==> src/rtl/keypad_debounce_encoder_if.sv <==
// Keypad bus: raw one-hot key lines in, debounced digit / strobe / status out.
// master = encoder side, slave = keypad driver + downstream consumer side.
interface keypad_debounce_encoder_if;
  logic [9:0] key_raw;
  logic [3:0] key_code;
  logic       key_valid;
  logic       key_held;
  logic       key_err;

  modport master (input key_raw, output key_code, key_valid, key_held, key_err);
  modport slave  (output key_raw, input key_code, key_valid, key_held, key_err);
endinterface

==> src/rtl/keypad_debounce_encoder.sv <==
// Synchronise, debounce and encode a 10-key one-hot keypad into a digit plus one-cycle strobe.
// Optional multi-key error flag is built only when MULTIKEY_ERR_EN is defined.
module keypad_debounce_encoder #(
  parameter int DEB_CYCLES = 8,
  parameter int CNT_W      = 4
) (
  input  logic                             clk,
  input  logic                             rst_n,
  keypad_debounce_encoder_if.master        kp
);

  typedef enum logic [1:0] {
    IDLE     = 2'd0,
    DEBOUNCE = 2'd1,
    PRESSED  = 2'd2,
    RELEASE  = 2'd3
  } state_e;

  // The capture cycle in IDLE is the first stable sample, so DEBOUNCE fires one count early.
  localparam logic [CNT_W-1:0] CNT_PRESS = CNT_W'(DEB_CYCLES - 2);
  localparam logic [CNT_W-1:0] CNT_REL   = CNT_W'(DEB_CYCLES - 1);

  function automatic logic is_onehot(input logic [9:0] v);
    return (v != 10'd0) && ((v & (v - 10'd1)) == 10'd0);
  endfunction

  function automatic logic [3:0] encode(input logic [9:0] v);
    logic [3:0] idx;
    idx = 4'd0;
    for (int i = 0; i < 10; i++) begin
      if (v[i]) begin
        idx = 4'(i);
      end
    end
    return idx;
  endfunction

  logic [9:0]       sync1_q;
  logic [9:0]       sync2_q;
  logic [1:0]       sync_vld_q;
  logic             armed_q;
  state_e           state_q;
  logic [CNT_W-1:0] cnt_q;
  logic [9:0]       cap_q;
  logic [3:0]       key_code_q;
  logic             key_valid_q;
  logic             key_held_q;

  logic [9:0] s;
  logic       s_vld;
  logic       s_onehot;

  assign s        = sync2_q;
  assign s_vld    = sync_vld_q[1];
  assign s_onehot = is_onehot(s);

  // Two-flop synchroniser; sync_vld_q marks when s carries real keypad samples after reset.
  always_ff @(posedge clk or negedge rst_n) begin
    if (!rst_n) begin
      sync1_q    <= 10'd0;
      sync2_q    <= 10'd0;
      sync_vld_q <= 2'b00;
    end else begin
      sync1_q    <= kp.key_raw;
      sync2_q    <= sync1_q;
      sync_vld_q <= {sync_vld_q[0], 1'b1};
    end
  end

  // Press/release FSM with registered strobe, code and held outputs.
  always_ff @(posedge clk or negedge rst_n) begin
    if (!rst_n) begin
      state_q     <= IDLE;
      armed_q     <= 1'b0;
      cnt_q       <= '0;
      cap_q       <= 10'd0;
      key_code_q  <= 4'd0;
      key_valid_q <= 1'b0;
      key_held_q  <= 1'b0;
    end else begin
      key_valid_q <= 1'b0;
      case (state_q)
        IDLE: begin
          key_held_q <= 1'b0;
          // A key held through reset must be released before it can be accepted.
          if (!armed_q) begin
            if (s_vld && (s == 10'd0)) begin
              armed_q <= 1'b1;
            end
          end else if (s_onehot) begin
            cap_q   <= s;
            cnt_q   <= '0;
            state_q <= DEBOUNCE;
          end
        end
        DEBOUNCE: begin
          key_held_q <= 1'b0;
          if (s == cap_q) begin
            if (cnt_q == CNT_PRESS) begin
              state_q     <= PRESSED;
              key_valid_q <= 1'b1;
              key_code_q  <= encode(cap_q);
            end else begin
              cnt_q <= cnt_q + 1'b1;
            end
          end else if (s_onehot) begin
            cap_q <= s;
            cnt_q <= '0;
          end else begin
            state_q <= IDLE;
          end
        end
        PRESSED: begin
          if (s != cap_q) begin
            state_q    <= RELEASE;
            cnt_q      <= '0;
            key_held_q <= 1'b0;
          end else begin
            key_held_q <= 1'b1;
          end
        end
        RELEASE: begin
          key_held_q <= 1'b0;
          if (s == 10'd0) begin
            if (cnt_q == CNT_REL) begin
              state_q <= IDLE;
            end else begin
              cnt_q <= cnt_q + 1'b1;
            end
          end else begin
            cnt_q <= '0;
          end
        end
        default: begin
          state_q    <= IDLE;
          key_held_q <= 1'b0;
        end
      endcase
    end
  end

`ifdef MULTIKEY_ERR_EN
  logic key_err_q;

  // Multi-key level flag, independent of the FSM.
  always_ff @(posedge clk or negedge rst_n) begin
    if (!rst_n) begin
      key_err_q <= 1'b0;
    end else begin
      key_err_q <= (s != 10'd0) && !s_onehot;
    end
  end

  assign kp.key_err = key_err_q;
`else
  assign kp.key_err = 1'b0;
`endif

  assign kp.key_code  = key_code_q;
  assign kp.key_valid = key_valid_q;
  assign kp.key_held  = key_held_q;

endmodule

==> src/flat_wrapper.sv <==
// flat-port wrapper written by rule: the top's interface ports become plain ports
module keypad_debounce_encoder_flat 
#(
  parameter int DEB_CYCLES = 8,
  parameter int CNT_W      = 4
)
  (clk, rst_n, kp_key_raw, kp_key_code, kp_key_valid, kp_key_held, kp_key_err);
  keypad_debounce_encoder_if kp_i ();
  input  logic clk;
  input  logic rst_n;
  input wire logic [$bits(kp_i.key_raw)-1:0] kp_key_raw;
  output wire logic [$bits(kp_i.key_code)-1:0] kp_key_code;
  output wire logic [$bits(kp_i.key_valid)-1:0] kp_key_valid;
  output wire logic [$bits(kp_i.key_held)-1:0] kp_key_held;
  output wire logic [$bits(kp_i.key_err)-1:0] kp_key_err;
  assign kp_i.key_raw = kp_key_raw;
  assign kp_key_code = kp_i.key_code;
  assign kp_key_valid = kp_i.key_valid;
  assign kp_key_held = kp_i.key_held;
  assign kp_key_err = kp_i.key_err;
  keypad_debounce_encoder #(.DEB_CYCLES(DEB_CYCLES), .CNT_W(CNT_W)) u_core (.clk(clk), .rst_n(rst_n), .kp(kp_i));
endmodule
==> config.mk <==
export PLATFORM = sky130hd
export DESIGN_NAME = keypad_debounce_encoder_flat
export DESIGN_NICKNAME = d
export VERILOG_FILES = /design/src/rtl/keypad_debounce_encoder_if.sv /design/src/rtl/keypad_debounce_encoder.sv /design/src/flat_wrapper.sv
export SDC_FILE = /design/constraint.sdc
export NUM_CORES = 1
export LEC_CHECK = 0
export CAP_MARGIN = 20
export CORE_MARGIN = 1
export CORE_UTILIZATION = 55
export DETAILED_ROUTE_END_ITERATION = 12
export GPL_ROUTABILITY_DRIVEN = 0
export PLACE_DENSITY = 0.75
export SLEW_MARGIN = 20
export SYNTH_ARGS = -nofsm -noshare
export SYNTH_HDL_FRONTEND = slang
export SYNTH_SLANG_ARGS = --single-unit
==> constraint.sdc <==
create_clock -name clk -period 3.5 [get_ports clk]
set_clock_uncertainty 0.2 [all_clocks]
set_input_delay 0.525 -clock clk [delete_from_list [all_inputs] [get_ports clk]]
set_output_delay 0.525 -clock clk [all_outputs]
set_load 0.005 [all_outputs]
# --- After elaboration in Yosys (flattened, before gate mapping) ---
# Index checks and enable logic that the tools add are counted.
word_totals:
  reg_bits: 45
  inputBits: 12
  output_inout_bits: 7
  elab_cells: 79
classes:
  n_addsub: 2
  n_eq_ne: 17
  n_mux: 37
  n_bitwise: 1
  reduce_logical: 12
ops:
  columns: ["op", "count"]
  rows:
  - ["two-way mux 4 bit", 9]
  - ["two-way mux 10 bit", 3]
  - ["logical NOT 10 bit", 2]
  - ["two-way mux 2 bit", 10]
  - ["one-hot mux 10 bit (2 select lines)", 1]
  - ["one-hot mux 4 bit (4 select lines)", 1]
  - ["two-way mux 3 bit", 4]
  - ["!= test 3 bit, second input constant", 4]
  - ["AND 10 bit", 1]
  - ["equality test 10 bit", 1]
  - ["!= test 10 bit", 1]
  - ["!= test 2 x 1 -> 1 bit, second input constant", 5]
  - ["nonzero test 10 bit", 1]
  - ["subtractor 10 x 1 -> 10 bit, second input constant", 1]
  - ["equality test 4 x 3 -> 1 bit, second input constant", 2]
  - ["one-hot mux 2 bit (4 select lines)", 1]
  - ["two-way mux 1 bit", 7]
  - ["AND reduction 7 bit", 1]
  - ["AND reduction 3 bit", 2]
  - ["adder 4 x 1 -> 4 bit, second input constant", 1]
  - ["equality test 2 bit, second input constant", 2]
  - ["AND reduction 4 bit", 1]
  - ["OR reduction 3 bit", 1]
  - ["equality test 2 x 1 -> 1 bit, second input constant", 1]
  - ["5 further kinds", 6]

# --- Depth between registers and ports, before layout ---
depth:
  ltp_word: 9
  depth_mapped: 8
  mapped_depth_nobuf: 8

# --- Least setup slack after synthesis ---
# No wires, ideal clock.
synth_timing:
  kind: "reg2reg"
  startpoint: "register u_core.sync2_q[2] (netlist: u_core.s[2])"
  endpoint: "register u_core.cap_q[0]"
  setup_time_ns: 0.125
  arrival_ns: 2.411
  required_ns: 3.175
  slack_ns: 0.764
  path_stages_with_launch: 8
  n_path_buf: 1
  synth_period_minus_slack_ns: 2.736
  cell_sequence: "dfrtp_1 or4_4 nor4b_4 o2bb2ai_1 a31oi_1 or4_1 buf_6 mux2_4"
synth_between:
  elab_chain_len: 7
  elab_cells_between_ends: 12
  classes_between: "add/sub: 1; eq/ne: 2; mux: 4; bitwise: 1; reduce/logical: 4"
synth_rtl:
  columns: ["item", "line", "rtl"]
  rows:
  - ["start: declaration", "keypad_debounce_encoder.sv:39", "logic [9:0] sync2_q;"]
  - ["start signal: assignment", "keypad_debounce_encoder.sv:65", "sync2_q <= sync1_q;"]
  - ["subtractor 10 x 1 -> 10 bit", "keypad_debounce_encoder.sv:24", "return (v != 10'd0) && ((v & (v - 10'd1)) == 10'd0);"]
  - ["AND 10 bit", "keypad_debounce_encoder.sv:24", null]
  - ["logical NOT 10 bit", "keypad_debounce_encoder.sv:24", null]
  - ["logical AND 1 bit", "keypad_debounce_encoder.sv:24", null]
  - ["two-way mux 10 bit", null, null]
  - ["two-way mux 10 bit, on equally long branches", null, null]
  - ["one-hot mux 10 bit (2 select lines)", null, null]
  - ["end signal: assignment", "keypad_debounce_encoder.sv:91", "cap_q <= s;"]
  - ["end signal: assignment", "keypad_debounce_encoder.sv:107", "cap_q <= s;"]
  - ["end: declaration", "keypad_debounce_encoder.sv:44", "logic [9:0] cap_q;"]
# Several ways; a longest one is shown, not always the timed one. The select of a mux whose other input is x is not followed.
# A chain may end at the register's enable or synchronous reset.

# --- Worst setup path in the final report ---
layout_timing:
  startpoint: "register u_core.sync2_q[2] (netlist: u_core.s[2])"
  endpoint: "register u_core.cap_q[3]"
# The elaborated chain is that of the path after synthesis.

==> reports/summary.log <==
qor: run_status.run_status completed
qor: min_path.hold_class input pin to async pin
qor: clock_network.clockRootBuffer clkbuf_4
qor: route.via_density_per_instance 5.355
qor: global_routing.number_of_antenna_violations_at_the_first_check_in_global_routing 0
qor: route.ant_nets 0
qor: route.avgRoutedWirePerCell 13.76 µm
qor: route.drt_iter0_markers 43
qor: timing.layout_setup_ws 0.4651 ns
qor: route.route.final.wire_length 3028 µm
qor: synthesis.post_synth_fa_ha_maj_area_fraction 0.01830
qor: layout.final_util 0.6498
qor: clock_network.cts_buffer_depth 2
qor: timing.maxClockFrequency 329.5 MHz
qor: global_routing.grt_max_degree 46
qor: power_and_ir_drop.p_per_area 408.2 nW/µm²
qor: critical_path.setup.reg_to_reg.worst_slack 0.47 ns
qor: synthesis.flops_latches_synth 45
qor: layout.layout_common_cells 45 x dfrtp_1, 16 x clkdlybuf4s50_1, 12 x nand2_1
qor: synthesis.post_synth_simple_gate_area 0.1412
qor: timing.finalMaxSlewViolations 0
qor: global_routing.number_of_global_route_vias_before_repair 1,111
qor: clock_network.ctsHtreeMaxLevel 2
qor: layout.final_area 2168 µm²
qor: critical_path.cp-start-kind register
qor: floorplanning.die_h 61.00 µm
qor: critical_path.path_depth_of_the_worst_reg2reg_path 6
qor: floorplanning.boundaryPins 19
qor: placement.place_ws 0.4713 ns
qor: timing.tightestPinTransition 0.9414 ns
qor: floorplanning.dieArea 3720 µm²
qor: global_routing.grt_remaining_overflow 0
qor: layout.diodes 0
qor: synthesis.synth-compound-area-share 0.09412
qor: layout.layout_commonest_cell dfrtp_1
qor: job.timing.max_cap.violations 0
qor: clock_network.cts_made_buffers 5
qor: floorplanning.core 3337 µm²
qor: timing.finalSetupViolCount 0
qor: synthesis.netlist_top_cells_area dfrtp_1 59%, mux2_4 6.3%, xor2_1 3.7%, nand2_1 2.4%, nor2_1 2.0%
qor: synthesis.synthesis.area 1914 µm²
qor: power_and_ir_drop.static-leakage-power 0.9921 nW
qor: timing.summed_negative_setup_slack_over_all_endpoints 0 ns
qor: synthesis.post_synth_inst_count 155
qor: synthesis.synth_area_leader_cell dfrtp_1
qor: timing.hold_violations_final 0
qor: timing.rel_slew_slack 0.3724
qor: layout.n_fill_cell 263
qor: layout.area.growth.synth_to_final 13.27%
qor: synthesis.synth-xor-area-share 0.05490
qor: critical_path.critical_path_class register to register
qor: layout.final_layout_size_suffix_gt1_frac 0.1437
qor: synthesis.synth_top_family_by_area simple AND/OR/NAND/NOR gates
qor: floorplanning.initial_core_utilization 0.5737
qor: clock_network.tritoncts yes
qor: synthesis.synth-async-reset-ratio 1.000
qor: critical_path.data_required_critical_path 3.56 ns
qor: placement.port_buffers 17
qor: synthesis.postSynthNetCount 169
qor: clock_network.cts_hold_buf 0
qor: synthesis.yosys-mux-area-fraction 0.06797
qor: clock_network.postCtsResizedCells 0
qor: placement.dp_cells 213
qor: critical_path.worst_ep_arrival_time 3.09 ns
qor: floorplanning.die_x 61.00 µm
qor: power_and_ir_drop.max-vdd-ir-drop 0.2787 mV
qor: floorplanning.std_cell_rows 21
qor: synthesis.synth-main-ff-cell dfrtp_1
qor: layout.stdcell_count 220
qor: clock_network.postCtsSetupRepairBufs 0
qor: clock_network.cts_sinks 45
qor: critical_path.endpoint_kind register
qor: timing.grt_setup_unrepaired false
qor: timing.min_period 3.035 ns
qor: global_routing.grt.total_usage 0.1941
qor: critical_path.cp_max_fo 8
qor: synthesis.synth-edff-count 0
qor: timing.fin_hold_ws 0.09287 ns
qor: global_routing.grt_pass1_wl 4954 µm
qor: timing.finalCritPeriodShare 0.8671
qor: clock_network.worstSkewPairLatency 0.36 ns
qor: route.post-route-drc-count 0
qor: synthesis.synth_top_cell_area_share 0.5882
qor: synthesis.synthDistinctLibCells 45
qor: layout.finalNetCount 188
qor: synthesis.seq_area_frac_synth 0.5882
qor: route.drt_pass1_iterations 4
qor: power_and_ir_drop.post-layout-total-power 0.8850 mW
qor: synthesis.avg_synthesized_cell_area 12.35 µm²
qor: synthesis.yosys_warnings 0
qor: route.routed-via-count 1,178
qor: clock_network.worst_setup_hold_path_clk_slew 0.12 ns
qor: placement.detailedPlacementHpwl 2183 µm
qor: placement.dpl_cell_area 2096 µm²
area by class of cell:
class,count,area (µm²),area share
Multi-Input combinational cell,100,728.2,0.3358
Clock inverter,2,35.03,0.01616
Timing Repair Buffer,17,165.2,0.07617
Inverter,5,18.77,0.008656
Sequential cell,45,1126,0.5193
Clock buffer,5,37.54,0.01731
Tap cell,46,57.56,0.02654
final timing paths:
check / from / end
setup / recovery: u_core.s[2]$_DFF_PN0_ / u_core.cap_q[3]$_DFFE_PN0P_
hold / removal: rst_n / u_core.kp.key_code[2]$_DFFE_PN0P_
setup reg to reg: u_core.s[2]$_DFF_PN0_ / u_core.cap_q[3]$_DFFE_PN0P_
hold reg to reg: u_core.sync1_q[5]$_DFF_PN0_ / u_core.s[5]$_DFF_PN0_
max in group asynchronous: rst_n / u_core.sync1_q[2]$_DFF_PN0_
min in group clk: u_core.sync1_q[5]$_DFF_PN0_ / u_core.s[5]$_DFF_PN0_
report_power, final:
part	leakage (nW)	internal, mW	switching, mW
Clock	0.0410	0.145	0.155
Combinational	0.373	0.0195	0.0187
Sequential	0.578	0.533	0.0135
Total	0.992	0.698	0.187
flip-flops by register name, summed over array words and instances (netlist names), named ones only:
register,cells
u_core.cap_q,10
u_core.s,10
u_core.sync1_q,10
u_core.cnt_q,4
u_core.kp.key_code,4
u_core.sync_vld_q,2
u_core.armed_q,1
u_core.kp.key_held,1
u_core.kp.key_valid,1
u_core.state_q,1
critical path: stages (launching register included):
cell and delay, ns:
dfrtp_1 0.44, or4_4 0.60, nor4b_4 0.28, o2bb2ai_1 0.17, a31oi_1 0.08, or4_1 0.79
mux2_4 0.39
cells by family after synthesis:
| kind of cell | Yosys count |
|---|---|
| AND/OR/NAND/NOR | 46 |
| AO/OA/AOI/OAI | 28 |
| XOR/XNOR | 12 |
| multiplexers | 9 |
| flip-flops | 45 |
| other | 2 |
| adder cells (fa/ha/maj) | 3 |
| buffers and inverters | 10 |
per-layer routing:
layer	up-vias	GRT usage	part of all wire
li1	573	-	-
met1	568	0.2332	0.45
met2	27	0.3077	0.48
met3	10	0.04478	0.035
met4	0	0.1396	0.031
met5	-	0	0
Yosys cell counts (2+ instances only):
library cell and n:
nand2b_1 2, xor2_1 8, nand4_1 2, inv_1 4, nor4_1 2, o21bai_1 2
nor3_1 3, ha_1 2, nor2_1 10, o21ai_0 7, mux2_4 8, or2_2 2
conb_1 2, o31ai_1 3, nand3_1 2, xnor2_1 4, a21oi_1 7, o2bb2ai_1 2
nand2_1 12, dfrtp_1 45, a21o_1 2
(Power assumes the default switching activity.)
